<file path="config.mk">
export PLATFORM = sky130hd
export DESIGN_NAME = mips_stage_sequencer
export DESIGN_NICKNAME = d
export VERILOG_FILES = /design/src/rtl/mips_stage_sequencer.sv
export SDC_FILE = /design/constraint.sdc
export NUM_CORES = 1
export LEC_CHECK = 0
export CAP_MARGIN = 30
export CORE_ASPECT_RATIO = 0.75
export CORE_MARGIN = 2
export CORE_UTILIZATION = 44
export CTS_BUF_LIST = sky130_fd_sc_hd__clkbuf_4
export DETAILED_ROUTE_END_ITERATION = 7
export GPL_TIMING_DRIVEN = 0
export MAX_ROUTING_LAYER = met4
export PLACE_DENSITY = 0.82
export SYNTH_ARGS = -nofsm -noshare
export SYNTH_HDL_FRONTEND = slang
export SYNTH_SLANG_ARGS = --single-unit
</file>
<file path="constraint.sdc">
create_clock -name Input_Clk -period 1.43 [get_ports Input_Clk]
set_input_delay 0.429 -clock Input_Clk [delete_from_list [all_inputs] [get_ports Input_Clk]]
set_output_delay 0.429 -clock Input_Clk [all_outputs]
set_load 0.1 [all_outputs]
</file>
<file path="src/rtl/mips_stage_sequencer.sv">
// mips_stage_sequencer: one-hot N-stage strobe sequencer with clock divider, stall, interrupt latch and instruction counter
// Ports: Input_Clk (rising-edge clock), Reset_n (sync active-low reset), Stall (freeze sequencing),
//   Interrupt (rising-edge request), Stage_En (one-hot stage strobe), Stage_Idx (binary stage index),
//   Irq_Pending (latched request), Irq_Ack (one-cycle take pulse), Instr_Count (completed instruction cycles).
// Optional MIPS_SEQ_SINGLE_STEP_EN adds Step: after each wrap the sequencer parks at stage 0 until Step=1.
module mips_stage_sequencer #(
  parameter int NUM_STAGES = 5,
  parameter int DIV        = 1,
  parameter int CNT_W      = 8,
  parameter int IDX_W      = 3
) (
  input  logic                  Input_Clk,
  input  logic                  Reset_n,
  input  logic                  Stall,
  input  logic                  Interrupt,
`ifdef MIPS_SEQ_SINGLE_STEP_EN
  input  logic                  Step,
`endif
  output logic [NUM_STAGES-1:0] Stage_En,
  output logic [IDX_W-1:0]      Stage_Idx,
  output logic                  Irq_Pending,
  output logic                  Irq_Ack,
  output logic [CNT_W-1:0]      Instr_Count
);
  localparam int DIV_W = DIV > 1 ? $clog2(DIV) : 1;
  logic [DIV_W-1:0] div_cnt;
  logic irq_prev, irq_edge, run, adv, wrap;
`ifdef MIPS_SEQ_SINGLE_STEP_EN
  logic held;
  always_comb run = ~Stall & (~held | Step);
`else
  always_comb run = ~Stall;
`endif
  always_comb begin
    irq_edge = Interrupt & ~irq_prev;
    adv      = run && div_cnt == DIV_W'(DIV - 1);
    wrap     = adv && Stage_Idx == IDX_W'(NUM_STAGES - 1);
  end
  always_ff @(posedge Input_Clk) begin
    if (!Reset_n) begin
      div_cnt     <= '0;
      Stage_En    <= NUM_STAGES'(1);
      Stage_Idx   <= '0;
      Irq_Pending <= 1'b0;
      Irq_Ack     <= 1'b0;
      Instr_Count <= '0;
      irq_prev    <= 1'b0;
    end else begin
      irq_prev    <= Interrupt;
      Irq_Ack     <= wrap & Irq_Pending;
      // a fresh edge on the take cycle re-arms the request for the next wrap
      Irq_Pending <= irq_edge | (Irq_Pending & ~wrap);
      if (run) div_cnt <= adv ? '0 : div_cnt + 1'b1;
      if (adv) begin
        Stage_En  <= wrap ? NUM_STAGES'(1) : {Stage_En[NUM_STAGES-2:0], 1'b0};
        Stage_Idx <= wrap ? '0 : Stage_Idx + 1'b1;
      end
      if (wrap) Instr_Count <= Instr_Count + 1'b1;
    end
  end
`ifdef MIPS_SEQ_SINGLE_STEP_EN
  // park after every wrap; the Step clock releases the hold and starts the next instruction
  always_ff @(posedge Input_Clk) begin
    if (!Reset_n) held <= 1'b0;
    else          held <= wrap | (held & ~run);
  end
`endif
endmodule

</file>
==> impl_metrics.py, run 1 <==
metrics = {
    "sta": {
        "clock_period_minus_worst_slack_ns": 1.41,
        "total_of_endpoints_with_negative_setup_slack_in_the_final_report": 0,
        "grt_setup_unrepaired": "yes",
        "max_slew_headroom_pct": 76.3,
        "final_cycle_share_pct": 98.9,
        "max_freq_mhz": 707,
        "timing_worst_slew_pin_value_ns": 0.354,
        "final_max_slew_viol_count": 0,
        "timing.final.hold_violations": 0,
        "final_critical_path_setup_slack_ns": 0.0154,
        "worst_clock_skew_ns": 0.0121,
    },
    "clocking": {
        "tritoncts.num_buffers": 3,
        "clk_pin_slew_worst_paths_ns": 0.12,
        "htree_num_levels": 1,
        "tritoncts_clock_tree": "built",
        "cts.sink_count": 20,
        "cts-root-to-sink-buffers": 2,
        "clock_latency_ns": 0.31,
        "post_cts_hold_buffer_count": 0,
        "clock_tree.root_cell": "sky130_fd_sc_hd__clkbuf_4",
    },
    "logic_synthesis": {
        "yosysWarningCount": 0,
        "synthTopCellsByCount": "20 x sky130_fd_sc_hd__dfxtp_1, 9 x sky130_fd_sc_hd__nor2_1, 7 x sky130_fd_sc_hd__a21oi_1, 6 x sky130_fd_sc_hd__inv_1, 6 x sky130_fd_sc_hd__nand2_1",
        "synthesis.instances": 87,
        "synth-compound-area-share_pct": 14.5,
        "yosys-mux-area-fraction_pct": 1.20,
        "netlist-cell-type-count": 29,
        "synth_seq_cells": 20,
        "synth_fp_nets": 94,
        "async_flop_share_pct": 0,
        "synth_top_cells_by_area": "sky130_fd_sc_hd__dfxtp_1 48%, sky130_fd_sc_hd__a22oi_1 4.5%, sky130_fd_sc_hd__ha_1 4.5%",
        "synth_top_cell_by_area": "sky130_fd_sc_hd__dfxtp_1",
        "post-synth-top-count-cell": "sky130_fd_sc_hd__dfxtp_1",
        "basic_gate_share_of_the_synthesized_area_counting_and_or_nand_and_nor_cells_pct": 23.5,
        "synth-edff-count": 0,
        "post_synth_instance_area_sq_um": 831,
        "adder_and_majority_cell_fraction_of_the_synthesized_area_pct": 4.52,
        "synth_ff_type": "sky130_fd_sc_hd__dfxtp_1",
        "yosys.area_share.xor_xnor_pct": 3.16,
        "yosysSeqAreaShare_pct": 48.2,
        "yosysTopAreaCellShare_pct": 48.2,
        "synth_top_family_by_area": "simple AND/OR/NAND/NOR gates",
        "synthesis.area_per_instance_sq_um": 9.55,
    },
    "grt": {
        "grt_first_pass_wirelength_microns": 2930,
        "first_global_vias": 649,
        "grtUsageTotal_pct": 18.0,
        "largest_net_degree_at_the_start_of_global_routing": 13,
        "grt_overflow": 0,
        "antenna_violations_before_repair": 0,
    },
    "placed_design": {
        "post_dp_cell_area_sq_um": 1150,
        "portBuffers": 21,
        "gp_congestion": 0.698,
        "place.detailed.hpwl_microns": 1260,
        "pre_cts_slack_ns": -0.497,
    },
    "floorplan": {
        "floorplan.rows": 13,
        "initial_utilization_pct": 47.3,
        "die_height_microns": 41.6,
        "io_pins": 22,
        "core_area_sq_um": 1760,
        "die_width_microns": 54.2,
        "dieArea_sq_um": 2260,
    },
    "worst_hold_path": {
        "hold_depth": 1,
        "min_from": "Stage_En[0]",
        "hp_class": "register to register",
    },
    "worst_setup_path": {
        "reg2regPathDepth": 5,
        "timing_worst_setup_path_type": "register to register",
        "reg2reg_to": "Instr_Count[4]",
        "crit_start": "Stage_Idx[1]",
        "slowest_stage": "sky130_fd_sc_hd__or4_1",
        "worstSetupEndpoint": "Instr_Count[4]",
        "setup.worst_path.end_class": "register",
        "top_fanout_value_on_the_critical_path": 5,
        "slowest_delay_ns": 0.48,
        "worstSetupStartpointType": "register",
        "critical_path_required_ns": 1.68,
        "worst-r2r-setup-slack_ns": 0.02,
        "timing.rr.start": "Stage_Idx[1]",
        "critical_path.cell_chain": "inv_4 > ha_4 > nand4bb_4 > or4_1 > a21oi_1",
        "timing.critical_path.arrival_ns": 1.66,
    },
    "cells_and_area": {
        "antenna-diode-count": 0,
        "seqCellArea_sq_um": 437,
        "design.final.nets": 122,
        "stdcell_area_sq_um": 1250,
        "syn_to_final_growth_pct": 50.9,
        "fill_cells": 135,
        "combined_area_of_the_multi_input_logic_cells_sq_um": 450,
        "layout-drive-gt1-share_pct": 45.6,
    },
    "power": {
        "cell_area_power_density_nw_per_um2": 1010,
        "ir_drop_worst_case_vdd_uv": 1160,
        "power.leakage_uw": 0.000488,
    },
    "routing": {
        "drt_iter0_drc": 19,
        "drc": 0,
        "per_cell_via_count_in_the_routed_design": 5.31,
        "drt_pre_antenna_iters": 6,
        "route.vias.total": 722,
        "ant_nets": 0,
        "wire_per_inst_microns": 12.7,
        "drt-total-wl_microns": 1730,
    },
    "outcome": {
        "run_status": "complete, no violations",
    },
    "flow_run": {
        "timing.max_cap.violations": 0,
    },
}
## how the worst min path moves through the flow
stage,end
floorplan,Irq_Pending
global placement,Instr_Count[7]
detailed placement,Stage_En[0]
CTS,Instr_Count[7]
global route,Stage_En[0]
finish,Stage_En[0]
## per-layer routing
layer,GRT usage [%],vias up,routed length (microns)
met2,28.7,20,838
met1,22.2,338,764
li1,-,362,-
met5,-,-,0
met3,6.47,2,111
met4,3.00,0,13
## critical path: cells and delay by family (launching register included)
kind / cells / cell delay [ns]
adders and majority gates: 1 / 0.15
buffers and inverters: 1 / 0.06
DFF: 1 / 0.38
AOI/OAI and AO/OA: 1 / 0.15
and+or+nand+nor: 2 / 0.62
## power by group
part | leakage, uW | switching [uW] | internal, uW
sequential | 0.000171 | 18.0 | 561
clock | 0.0000279 | 184 | 283
combinational | 0.000289 | 151 | 67.8
total | 0.000488 | 353 | 912
## cells in the final DEF (no fill, tap or decap), types with 2 or more instances in the layout
cell type / Yosys / final
sky130_fd_sc_hd__nor2_1: 9 / 9
sky130_fd_sc_hd__dfxtp_2: 0 / 2
sky130_fd_sc_hd__clkbuf_4: 0 / 3
sky130_fd_sc_hd__dfxtp_4: 0 / 9
sky130_fd_sc_hd__clkdlybuf4s50_1: 0 / 2
sky130_fd_sc_hd__or4_1: 3 / 3
sky130_fd_sc_hd__a21oi_1: 7 / 6
sky130_fd_sc_hd__dfxtp_1: 20 / 9
sky130_fd_sc_hd__inv_4: 0 / 2
sky130_fd_sc_hd__inv_1: 6 / 4
sky130_fd_sc_hd__buf_6: 1 / 15
sky130_fd_sc_hd__o31ai_1: 3 / 3
sky130_fd_sc_hd__ha_4: 0 / 2
sky130_fd_sc_hd__nand2_1: 6 / 5
sky130_fd_sc_hd__o21ai_0: 2 / 2
sky130_fd_sc_hd__xnor2_1: 3 / 3
sky130_fd_sc_hd__a22oi_1: 5 / 5
sky130_fd_sc_hd__buf_4: 0 / 5
## area by class of cell
| type | count | area share, % |
|---|---|---|
| Clock inverter | 1 | 2.40 |
| Tap cell | 22 | 2.20 |
| Inverter | 6 | 2.20 |
| Clock buffer | 3 | 1.80 |
| Timing Repair Buffer | 23 | 19.1 |
| Multi-Input combinational cell | 58 | 35.9 |
| Sequential cell | 20 | 34.8 |
| Buffer | 3 | 1.60 |
## state kept, by name, indices dropped and copies added, names as in the netlist
signal,count
Stage_Idx,3
div_cnt,1
Instr_Count,8
irq_prev,1
Stage_En,5
Irq_Ack,1
Irq_Pending,1
## what timing repair did
action,4_1_cts,5_1_grt
gates cloned,0,0
endpoints found under the setup margin,30,18
pin swaps,0,0
resized for setup,115,16
setup buffers,0,2
## kinds of logic (layout without fill, tap and decap cells)
family                   after synthesis  after routing
flip-flops                            20             20
multiplexers                           1              1
AO/OA/AOI/OAI                         19             19
buffers and inverters                  9             36
adder cells (fa/ha/maj)                3              3
AND/OR/NAND/NOR                       32             32
XOR/XNOR                               3              3
## through the flow
step / util [%] / total power [uW] / setup TNS [ns] / std cells / hold slack [ns]
floorplan: - / 745 / -0.453 / 87 / 0.508
global placement: 65.7 / 794 / -14.49 / 130 / 0.459
detailed placement: 65.7 / 797 / -14.80 / 130 / 0.465
CTS: 67.2 / 1260 / 0 / 134 / 0.485
global route: 71.4 / 1310 / -0.107 / 136 / 0.524
finish: 71.4 / 1260 / 0 / 136 / 0.495
Power figures use the tool's default switching activity.
==> run 2, diff against run 1 <==
--- a/config.mk
+++ b/config.mk
@@ -14,6 +14,7 @@
 export GPL_TIMING_DRIVEN = 0
 export MAX_ROUTING_LAYER = met4
 export PLACE_DENSITY = 0.82
+export RECOVER_POWER = 50
 export SYNTH_ARGS = -nofsm -noshare
 export SYNTH_HDL_FRONTEND = slang
 export SYNTH_SLANG_ARGS = --single-unit
==> impl_metrics.py, run 2 (synthesized netlist as in run 1, its figures left out) <==
metrics = {
    "clocking": {
        "tritoncts.num_buffers": 3,
        "cts-root-to-sink-buffers": 2,
        "cts.sink_count": 20,
        "htree_num_levels": 1,
        "tritoncts_clock_tree": "built",
        "clk_pin_slew_worst_paths_ns": 0.12,
        "clock_tree.root_cell": "sky130_fd_sc_hd__clkbuf_4",
        "clock_latency_ns": 0.31,
    },
    "floorplan": {
        "dieArea_sq_um": 2260,
        "floorplan.rows": 13,
        "core_area_sq_um": 1760,
        "initial_utilization_pct": 47.3,
        "die_width_microns": 54.2,
        "die_height_microns": 41.6,
        "io_pins": 22,
    },
    "outcome": {
        "run_status": "complete, no violations",
    },
    "worst_setup_path": {
        "critical_path_required_ns": 1.68,
        "timing.critical_path.arrival_ns": 1.66,
        "setup.worst_path.end_class": "register",
        "timing_worst_setup_path_type": "register to register",
        "top_fanout_value_on_the_critical_path": 5,
        "worstSetupStartpointType": "register",
        "timing.rr.start": "Stage_Idx[1]",
        "crit_start": "Stage_Idx[1]",
    },
    "flow_run": {
        "timing.max_cap.violations": 0,
    },
    "routing": {
        "wire_per_inst_microns": 12.7,
        "drt_iter0_drc": 19,
        "per_cell_via_count_in_the_routed_design": 5.31,
        "ant_nets": 0,
        "drt-total-wl_microns": 1730,
        "drt_pre_antenna_iters": 6,
        "drc": 0,
        "route.vias.total": 722,
    },
    "cells_and_area": {
        "syn_to_final_growth_pct": 50.5,
        "antenna-diode-count": 0,
        "layout-drive-gt1-share_pct": 45.6,
        "stdcell_area_sq_um": 1250,
        "design.final.nets": 122,
        "fill_cells": 137,
        "mostFrequentLayoutCells": "16 x sky130_fd_sc_hd__buf_6, 9 x sky130_fd_sc_hd__dfxtp_4, 9 x sky130_fd_sc_hd__dfxtp_1, 9 x sky130_fd_sc_hd__nor2_1, 6 x sky130_fd_sc_hd__a21oi_1",
        "largest_register_ffs": 8,
        "layout_top_registers": "Instr_Count (8), Stage_En (5), Stage_Idx (3)",
        "registers.top_by_ff_count": "Instr_Count",
        "post-route-util_pct": 71.2,
        "layout.cells.most_common": "sky130_fd_sc_hd__buf_6",
    },
    "sta": {
        "clock_period_minus_worst_slack_ns": 1.41,
        "hold-worst-slack_ns": 0.495,
        "worst_clock_skew_ns": 0.0121,
        "final_max_slew_viol_count": 0,
        "max_slew_headroom_pct": 76.3,
        "tns_ns": 0,
        "timing_worst_slew_pin_value_ns": 0.354,
        "total_of_endpoints_with_negative_setup_slack_in_the_final_report": 0,
        "timing.final.hold_violations": 0,
        "final_cycle_share_pct": 98.9,
        "max_freq_mhz": 707,
        "grt_setup_unrepaired": "yes",
    },
    "power": {
        "power.leakage_uw": 0.000487,
        "cell_area_power_density_nw_per_um2": 1010,
        "ir_drop_worst_case_vdd_uv": 1160,
        "fin_total_pwr_uw": 1260,
    },
    "grt": {
        "largest_net_degree_at_the_start_of_global_routing": 13,
        "first_global_vias": 649,
        "grtUsageTotal_pct": 18.0,
        "grt_first_pass_wirelength_microns": 2930,
        "grt_overflow": 0,
        "antenna_violations_before_repair": 0,
    },
    "placed_design": {
        "post_dp_cell_area_sq_um": 1150,
        "place.detailed.hpwl_microns": 1260,
        "portBuffers": 21,
        "gp_congestion": 0.698,
    },
    "worst_hold_path": {
        "hp_class": "register to register",
        "min_from": "Stage_En[0]",
    },
}
## run 2: final cells by class
type	instances	area, sq um	share of cell area (%)
clock inverter	1	30.0	2.40
timing repair buffer	23	235	18.8
sequential	20	437	34.9
clock buffer	3	22.5	1.80
multi-input combinational	58	450	36.0
buffer	3	20.0	1.60
inverter	6	27.5	2.20
tap	22	27.5	2.20
## run 2: per-stage QoR
stage                     instances  setup WS (ns)
after floorplan                  87        -0.0661
after global placement          130         -0.496
after detailed placement        130         -0.497
after CTS                       134       0.000831
after global routing            136        -0.0367
final                           136         0.0154
## run 2: timing repair
action	CTS	global route
resized for setup	115	16
hold endpoints to repair	0	0
hold buffers	0	0
setup endpoints to repair	30	18
buffers inserted	0	2
cloned	0	0
## run 2: final timing paths
path | slack, ns | end | cells after the start
worst min-delay path | 0.50 | Stage_En[0] | 1
worst max register to register | 0.02 | Instr_Count[4] | 5
worst max-delay path | 0.02 | Instr_Count[4] | 5
worst min register to register | 0.50 | Stage_En[0] | 1
## run 2: per-layer routing
layer | up-vias | track usage [%] | part of all wire [%]
met5 | - | - | 0
met4 | 0 | 3.00 | 0.75
met3 | 2 | 6.47 | 6.4
met2 | 20 | 28.7 | 48
met1 | 338 | 22.2 | 44
li1 | 362 | - | -
## run 2: worst max-delay path, stage by stage (launching register included)
cell and delay, ns:
sky130_fd_sc_hd__dfxtp_4 0.38, sky130_fd_sc_hd__inv_4 0.06, sky130_fd_sc_hd__ha_4 0.15, sky130_fd_sc_hd__nand4bb_4 0.14, sky130_fd_sc_hd__or4_1 0.48, sky130_fd_sc_hd__a21oi_1 0.15
## run 2: power by group
part / switching [uW] / internal (uW)
clock network: 184 / 283
registers: 17.8 / 561
logic: 151 / 67.0
total: 353 / 911
